`src/rtl/bp_pkg.sv`:
```
// Shared constants and types for the branch statistics profiler.
package bp_pkg;

  localparam int ID_W   = 3;
  localparam int NUM_BR = 1 << ID_W;
  localparam int CNT_W  = 16;
  localparam int LOST_W = 8;

  localparam logic [CNT_W-1:0]  CNT_MAX  = '1;
  localparam logic [LOST_W-1:0] LOST_MAX = '1;

  typedef enum logic [1:0] {
    IDLE,
    DUMP,
    CLEAR
  } prof_state_t;

endpackage

```
`src/rtl/sat_counter.sv`:
```
// Saturating up-counter with increment enable and synchronous clear.
// Clear wins over increment; the count sticks at all-ones.
module sat_counter #(
  parameter int W = 16
) (
  input  logic         clk,
  input  logic         reset,
  input  logic         clr_i,
  input  logic         inc_i,
  output logic [W-1:0] cnt_o
);
  import bp_pkg::*;

  logic [W-1:0] cnt_q, cnt_d;

  always_comb begin
    cnt_d = cnt_q;
    if (clr_i) begin
      cnt_d = '0;
    end else if (inc_i && (cnt_q != {W{1'b1}})) begin
      cnt_d = cnt_q + W'(1);
    end
  end

  always_ff @(posedge clk) begin
    if (reset) begin
      cnt_q <= '0;
    end else begin
      cnt_q <= cnt_d;
    end
  end

  assign cnt_o = cnt_q;

endmodule

```
`src/rtl/branch_miss_profiler.sv`:
```
// Per-branch and global execution/miss/taken statistics with a valid/ready dump that
// clears the counters afterwards; events arriving during a dump only bump 'lost'.
module branch_miss_profiler #(
  parameter int NUM_BR = bp_pkg::NUM_BR,
  parameter int ID_W   = bp_pkg::ID_W,
  parameter int CNT_W  = bp_pkg::CNT_W
) (
  input  logic             clk,
  input  logic             reset,
  input  logic             ev_valid,
  input  logic [ID_W-1:0]  branchID,
  input  logic             outcome,
  input  logic             miss,
  input  logic             dump_req,
  input  logic             dump_ready,
  output logic             dump_valid,
  output logic [ID_W-1:0]  dump_id,
  output logic [CNT_W-1:0] dump_exec,
  output logic [CNT_W-1:0] dump_miss,
  output logic [CNT_W-1:0] dump_taken,
  output logic [CNT_W-1:0] total_exec,
  output logic [CNT_W-1:0] total_miss,
  output logic [7:0]       lost,
  output logic             busy
);
  import bp_pkg::*;

  prof_state_t     state_q, state_d;
  logic [ID_W-1:0] idx_q, idx_d;

  logic [CNT_W-1:0] exec_cnt  [NUM_BR];
  logic [CNT_W-1:0] miss_cnt  [NUM_BR];
  logic [CNT_W-1:0] taken_cnt [NUM_BR];

  logic count_en, drop_en, clr;

  always_ff @(posedge clk) begin
    if (reset) begin
      state_q <= IDLE;
      idx_q   <= '0;
    end else begin
      state_q <= state_d;
      idx_q   <= idx_d;
    end
  end

  always_comb begin
    state_d = state_q;
    idx_d   = idx_q;
    case (state_q)
      IDLE: begin
        if (dump_req) begin
          state_d = DUMP;
          idx_d   = '0;
        end
      end
      DUMP: begin
        if (dump_ready) begin
          // index wraps to 0 on the last entry, so IDLE always shows id 0
          idx_d = idx_q + ID_W'(1);
          if (idx_q == ID_W'(NUM_BR - 1)) begin
            state_d = CLEAR;
          end
        end
      end
      CLEAR: begin
        state_d = IDLE;
      end
      default: begin
        state_d = IDLE;
        idx_d   = '0;
      end
    endcase
  end

  assign count_en = ev_valid && (state_q == IDLE);
  assign drop_en  = ev_valid && (state_q != IDLE);
  assign clr      = (state_q == CLEAR);

  for (genvar g = 0; g < NUM_BR; g++) begin : g_br
    logic hit;
    assign hit = count_en && (branchID == ID_W'(g));

    sat_counter #(.W(CNT_W)) u_exec (
      .clk(clk), .reset(reset), .clr_i(clr), .inc_i(hit), .cnt_o(exec_cnt[g])
    );
    sat_counter #(.W(CNT_W)) u_miss (
      .clk(clk), .reset(reset), .clr_i(clr), .inc_i(hit && miss), .cnt_o(miss_cnt[g])
    );
    sat_counter #(.W(CNT_W)) u_taken (
      .clk(clk), .reset(reset), .clr_i(clr), .inc_i(hit && outcome), .cnt_o(taken_cnt[g])
    );
  end

  sat_counter #(.W(CNT_W)) u_total_exec (
    .clk(clk), .reset(reset), .clr_i(clr), .inc_i(count_en), .cnt_o(total_exec)
  );
  sat_counter #(.W(CNT_W)) u_total_miss (
    .clk(clk), .reset(reset), .clr_i(clr), .inc_i(count_en && miss), .cnt_o(total_miss)
  );
  // survives CLEAR; only reset zeroes it
  sat_counter #(.W(8)) u_lost (
    .clk(clk), .reset(reset), .clr_i(1'b0), .inc_i(drop_en), .cnt_o(lost)
  );

  assign busy       = (state_q != IDLE);
  assign dump_valid = (state_q == DUMP);
  assign dump_id    = idx_q;
  assign dump_exec  = dump_valid ? exec_cnt[idx_q]  : '0;
  assign dump_miss  = dump_valid ? miss_cnt[idx_q]  : '0;
  assign dump_taken = dump_valid ? taken_cnt[idx_q] : '0;

endmodule

```
`config.mk`:
```
export PLATFORM = sky130hd
export DESIGN_NAME = branch_miss_profiler
export DESIGN_NICKNAME = d
export VERILOG_FILES = /design/src/rtl/bp_pkg.sv /design/src/rtl/sat_counter.sv /design/src/rtl/branch_miss_profiler.sv
export SDC_FILE = /design/constraint.sdc
export NUM_CORES = 1
export LEC_CHECK = 0
export ABC_AREA = 1
export CORE_ASPECT_RATIO = 0.8
export CORE_MARGIN = 1.5
export CORE_UTILIZATION = 40
export CTS_BUF_LIST = sky130_fd_sc_hd__clkbuf_8
export CTS_CLUSTER_DIAMETER = 80
export CTS_CLUSTER_SIZE = 10
export DETAILED_ROUTE_END_ITERATION = 7
export DONT_BUFFER_PORTS = 1
export PLACE_DENSITY = 0.58
export SYNTH_ARGS = -nofsm -noshare
export SYNTH_HDL_FRONTEND = slang
export SYNTH_SLANG_ARGS = --single-unit
```
`constraint.sdc`:
```
create_clock -name clk -period 2.15 [get_ports clk]
set_input_delay 0.43 -clock clk [delete_from_list [all_inputs] [get_ports clk]]
set_output_delay 0.43 -clock clk [all_outputs]
set_load 0.05 [all_outputs]
```
==> results of run 1 <==
## flip-flops by register name, indices dropped and copies added, names as in the netlist
register            cells
dump_id                 3
g_br.u_exec.cnt_o     128
g_br.u_miss.cnt_o     128
g_br.u_taken.cnt_o    128
state_q                 2
u_lost.cnt_o            8
u_total_exec.cnt_o     16
u_total_miss.cnt_o     16
## area by class of cell
cell class | count | area share, %
Sequential cell | 429 | 27.2
Multi-Input combinational cell | 3691 | 54.2
Tap cell | 860 | 3.41
Clock buffer | 49 | 2.13
Clock inverter | 3 | 0.0356
Inverter | 300 | 3.65
Timing Repair Buffer | 230 | 9.35
## logic make-up after synthesis
kind of cell / share of synthesized area [%]
flip-flops: 32.0
buffers and inverters: 6.68
AND/OR/NAND/NOR: 43.8
adder cells (fa/ha/maj): 1.35
XOR/XNOR: 2.12
AO/OA/AOI/OAI: 14.1
## per-layer routing
layer  track usage [%]  share of wire (%)  wire, um  up-vias
li1                  -                  -         -    15082
met1              37.1                 48     44100    13343
met2              38.4                 42     38400      958
met3              4.03                7.4      6750      145
met4              6.91                2.8      2570        0
met5                 0                  0         0        -
## metrics by stage
stage | utilization [%] | area [um2]
floorplan | - | 27100
global placement | 45.4 | 30000
detailed placement | 45.4 | 30000
CTS | 47.0 | 31000
global route | 47.9 | 31600
finish | 47.9 | 31600
## final timing paths
kind,startpoint,endpoint,cells past startpoint
max,dump_id[0],dump_miss[11],8
min,outcome,g_br[7].u_taken.cnt_o[6],4
max reg2reg,dump_id[0],dump_id[2],7
min reg2reg,g_br[2].u_taken.cnt_o[0],g_br[2].u_taken.cnt_o[0],2
## tightest hold or removal path, stage by stage
cell and delay [ps]:
nand3_1 60, nor2_1 60, nor2_1 90, nor2_1 50
## synthesized netlist by cell type, types with 32 or more instances
cell      instances  area share, %
buf_2            40           0.75
o21ai_0         299            5.6
xor2_1           49            1.6
nand2_1        1178             16
a21oi_1         366            6.8
nand4_1          68            1.6
clkbuf_1         92            1.3
inv_1           295            4.1
o22ai_1          32           0.75
nor2_1         1127             16
dfxtp_1         429             32
nand3_1         393            7.3
## where the power goes
part           leakage (nW)  switching [W]  internal (W)
Sequential             3.46      0.0000511       0.00798
Clock                 0.368        0.00302       0.00203
Combinational          7.80        0.00132      0.000723
Total                  11.6        0.00439        0.0107
## what timing repair did
item | in CTS | in global routing
setup endpoints to repair | 48 | 57
hold buffers | 4 | 0
endpoints found under the hold margin | 9 | 0
buffers inserted | 4 | 6
resized for setup | 79 | 128
gates cloned | 4 | 9
pin swaps | 10 | 55
==> flow_summary.toml, run 1 <==
[critical_path]
critPathCaptureType = "output pin"
crit_type = "reg -> out"
ff2ff_setup_slack_ps = 90
critPathSlowestCell = "dfxtp_4"
path_cells = "buf_8, buf_12, buf_12, o21ai_4, o22ai_2, o21ai_2, nor2_4, buf_12"
cp_top_family = "buffers and inverters"
crit_path_frequent_cell = "buf_12"
path_buf_inv = 4
cp.required_ps = 1720
cp-start-kind = "register"
crit_fanout = 8
crit_arrival_ps = 2310
crit_path_max_incr_delay_ps = 490

[power]
power.leakage_nw = 11.6
ir_worst_vdd_mv = 0.389
fin_total_pwr_w = 0.0151
power_density_nw_per_um2 = 478

[outcome]
status = "finished with violations"
violations = "negative setup slack"

[grt]
overflow = 0
antenna_found_initial = 0
grt_max_degree = 99
grt_pass1_vias = 25318
grt_usage_pct = 25.4
grt_pass1_wl_um = 141000

[final_layout]
n_fill_cell = 6978
diodes = 0
drive_gt1_share_pct = 9.61
stdcell_count = 5562
multi_input_area_um2 = 17100
layout_commonest_cell = "nand2_1"
regArea_um2 = 8600
areaGrowthSynthToFinish_pct = 17.8
layout_common_cells = "nand2_1 (1169), nor2_1 (1087), dfxtp_1 (426)"
fin_nets = 4739

[timing]
whs_ps = 82.7
rsz0062_at_grt = "true"
fin_setup_tns_ps = -25020
max_freq_mhz = 366
max_slew_margin_pct = 59.8
drv_slew = 0
clock_skew_ps = 23.5
min_period_ps = 2740
fin_crit_sh_pct = 127
tightest_slew_ps = 603
fin_ws_ps = -585
setup_violations = 48
hold_violations = 0

[floorplan]
die_h_um = 235
core-area_um2 = 66000
die_w_um = 293
rows = 84
pin_count = 103
dieArea_um2 = 68600
start_util_pct = 40.6

[clocking]
cts.sinks = 429
htreeDepth = 2
clk_latency_ps = 660
path_clk_slew_ps = 90
root_buffer = "clkbuf_8"
cts_buffers = 48
max-clock-path-buffers = 3
cts_tree = "yes"

[logic_synthesis]
synth_edf_count = 0
synth.distinct_cells = 35
synth.yosys.seq_area_share_pct = 32.0
synth_cells = 4571
yosys_warnings = 0
synth_fp_nets = 4610
ys_ff_latch = 429
async_reset_ff_share_pct = 0
syn_area_um2 = 26800
synth_ff_type = "dfxtp_1"
syn_area_per_cell_um2 = 5.87

[place]
dpl.cell_count = 5486
dpl_worst_slack_ps = 51.4
dp_hpwl_um = 66300
gp_congestion = 0.925
port_buffers = 0

[run]
cap_viol_max_count = 0

[drt]
antenna_left = 0
firstDrtPassIters = 6
routed_wl_um = 91800
wire_per_inst_um = 16.5
via_per_inst = 5.31
drtIter0Drc = 2575
dr_total_vias = 29528
drc = 0

[min_path]
hold_path.class = "in -> reg"
Note: power is estimated with default switching activity, not from simulation.
==> run 2: changes to the inputs <==
- CORE_MARGIN: 1.5 -> 5
==> run 2 against run 1 <==
Net effect:
- sequential share of layout area increased by 0.39 points
- register-to-register slack about the same
- via count decreased by 1.4%
- critical endpoint is now dump_exec[15]
- die area increased by 5.4%
- the flow still finishes with violations (negative setup slack)
- sequential power about the same
- clock skew increased by 4.2 ps
- highest routed layer is now met5
==> flow_summary.toml, run 2 (synthesis gave the netlist of run 1 again) <==
[final_layout]
n_fill_cell = 6921
layout_commonest_cell = "nand2_1"
drive_gt1_share_pct = 8.44
layout_common_cells = "nand2_1 (1167), nor2_1 (1087), dfxtp_1 (426)"
fin_nets = 4715
areaGrowthSynthToFinish_pct = 16.1
stdcell_count = 5540
regArea_um2 = 8600
multi_input_area_um2 = 17000

[critical_path]
rr_startpoint = "state_q[0]"
rr_worst_depth = 8
cp-start-kind = "register"
cp.required_ps = 1720
ff2ff_setup_slack_ps = 80
critPathCaptureType = "output pin"
crit_arrival_ps = 2360
timing.rr.end = "g_br[2].u_taken.cnt_o[4]"
crit_fanout = 9
crit_type = "reg -> out"

[floorplan]
core-area_um2 = 66100
rows = 84
die_h_um = 242
die_w_um = 300
dieArea_um2 = 72400
start_util_pct = 40.6
pin_count = 103

[grt]
grt_pass1_wl_um = 141000
antenna_found_initial = 3
overflow = 0
grt_usage_pct = 23.6
grt_pass1_vias = 25412
grt_max_degree = 99

[outcome]
status = "finished with violations"
violations = "negative setup slack"

[place]
dpl_worst_slack_ps = 58.4
gp_congestion = 0.915
dp_hpwl_um = 65100
port_buffers = 0
dpl.cell_count = 5473

[run]
cap_viol_max_count = 0

[timing]
max_freq_mhz = 359
min_period_ps = 2790
clock_skew_ps = 27.8
hold_violations = 0
drv_slew = 0
max_slew_margin_pct = 59.0
fin_crit_sh_pct = 130
fin_ws_ps = -637
rsz0062_at_grt = "true"
tightest_slew_ps = 615
setup_violations = 48

[drt]
drtIter0Drc = 2607
routed_wl_um = 90200
via_per_inst = 5.26
drc = 0
antenna_left = 0
dr_total_vias = 29128
wire_per_inst_um = 16.3
firstDrtPassIters = 6

[power]
power.leakage_nw = 11.4
ir_worst_vdd_mv = 0.430
power_density_nw_per_um2 = 486

[min_path]
worstHoldEndpoint = "g_br[7].u_taken.cnt_o[5]"
worstHoldStart = "outcome"
hold_path.class = "in -> reg"
whs_path_depth = 4

[clocking]
htreeDepth = 2
max-clock-path-buffers = 3
cts_buffers = 48
root_buffer = "clkbuf_8"
path_clk_slew_ps = 90
cts_tree = "yes"
clk_latency_ps = 670
cts.sinks = 429
-- run 2: cell count changes in the layout (fill, tap and decap cells not counted), sizes merged --
cell,previous run,this run
dlygate4sd3,4,2
buf,218,201
clkbuf,55,52
clkinv,0,1
diode,0,1
bufbuf,2,0
-- run 2: layout make-up --
cell class / count / share of cell area [%]
clock buffers: 49 / 2.16
clock inverters: 4 / 0.0482
inverters: 300 / 3.68
repair buffers: 206 / 8.57
multi-input cells: 3691 / 54.5
flip-flops and latches: 429 / 27.6
diodes: 1 / 0.00803
well taps: 860 / 3.45
-- run 2: how the worst max path moves through the flow --
stage / startpoint / to / slack (ps) / cells after the start
floorplan: dump_id[2] / dump_taken[13] / -30 / 5
global placement: dump_id[0] / dump_exec[4] / 50 / 7
detailed placement: dump_id[0] / dump_exec[15] / 60 / 8
CTS: dump_id[0] / dump_miss[11] / -640 / 6
global route: dump_id[0] / dump_taken[6] / -700 / 9
finish: dump_id[0] / dump_exec[15] / -640 / 8
-- run 2: layer usage --
metal,routed length [um],track usage (%),up-vias
met4,2260,6.16,2
li1,-,-,15057
met5,8,0,-
met2,37700,35.5,896
met1,43200,34.4,13021
met3,7150,4.76,152
-- run 2: power by group --
part           internal, W  switching (W)  total, W  leakage, nW
logic             0.000677        0.00128   0.00196         7.59
registers          0.00798      0.0000474   0.00802         3.46
clock network      0.00203        0.00314   0.00517        0.374
total               0.0107        0.00447    0.0152         11.4
-- run 2: what timing repair did --
action,4_1_cts,5_1_grt
gates resized for setup,67,46
setup buffers,2,1
hold buffers,2,0
cloned,5,3
hold endpoints to repair,8,0
pin swaps,13,8
setup endpoints to repair,48,70
-- run 2: through the flow --
stage               util, %  total power [W]  TNS (ps)  hold WS, ps  area (um2)
global route           47.1           0.0158    -29080         66.4       31200
global placement       45.3          0.00993         0          474       29900
CTS                    46.8           0.0153    -26340        0.913       30900
finish                 47.1           0.0152    -24680         52.6       31200
floorplan                 -          0.00931     -88.6          458       27100
detailed placement     45.3          0.00994         0          478       29900
-- run 2: worst max-delay path, cell delays in order, from the launching register on --
cell and delay (ps):
dfxtp_4 410, inv_8 180, buf_16 170, buf_4 160, o21ai_0 80, o22ai_1 210, nor2_1 100, nor2_4 200
buf_12 170
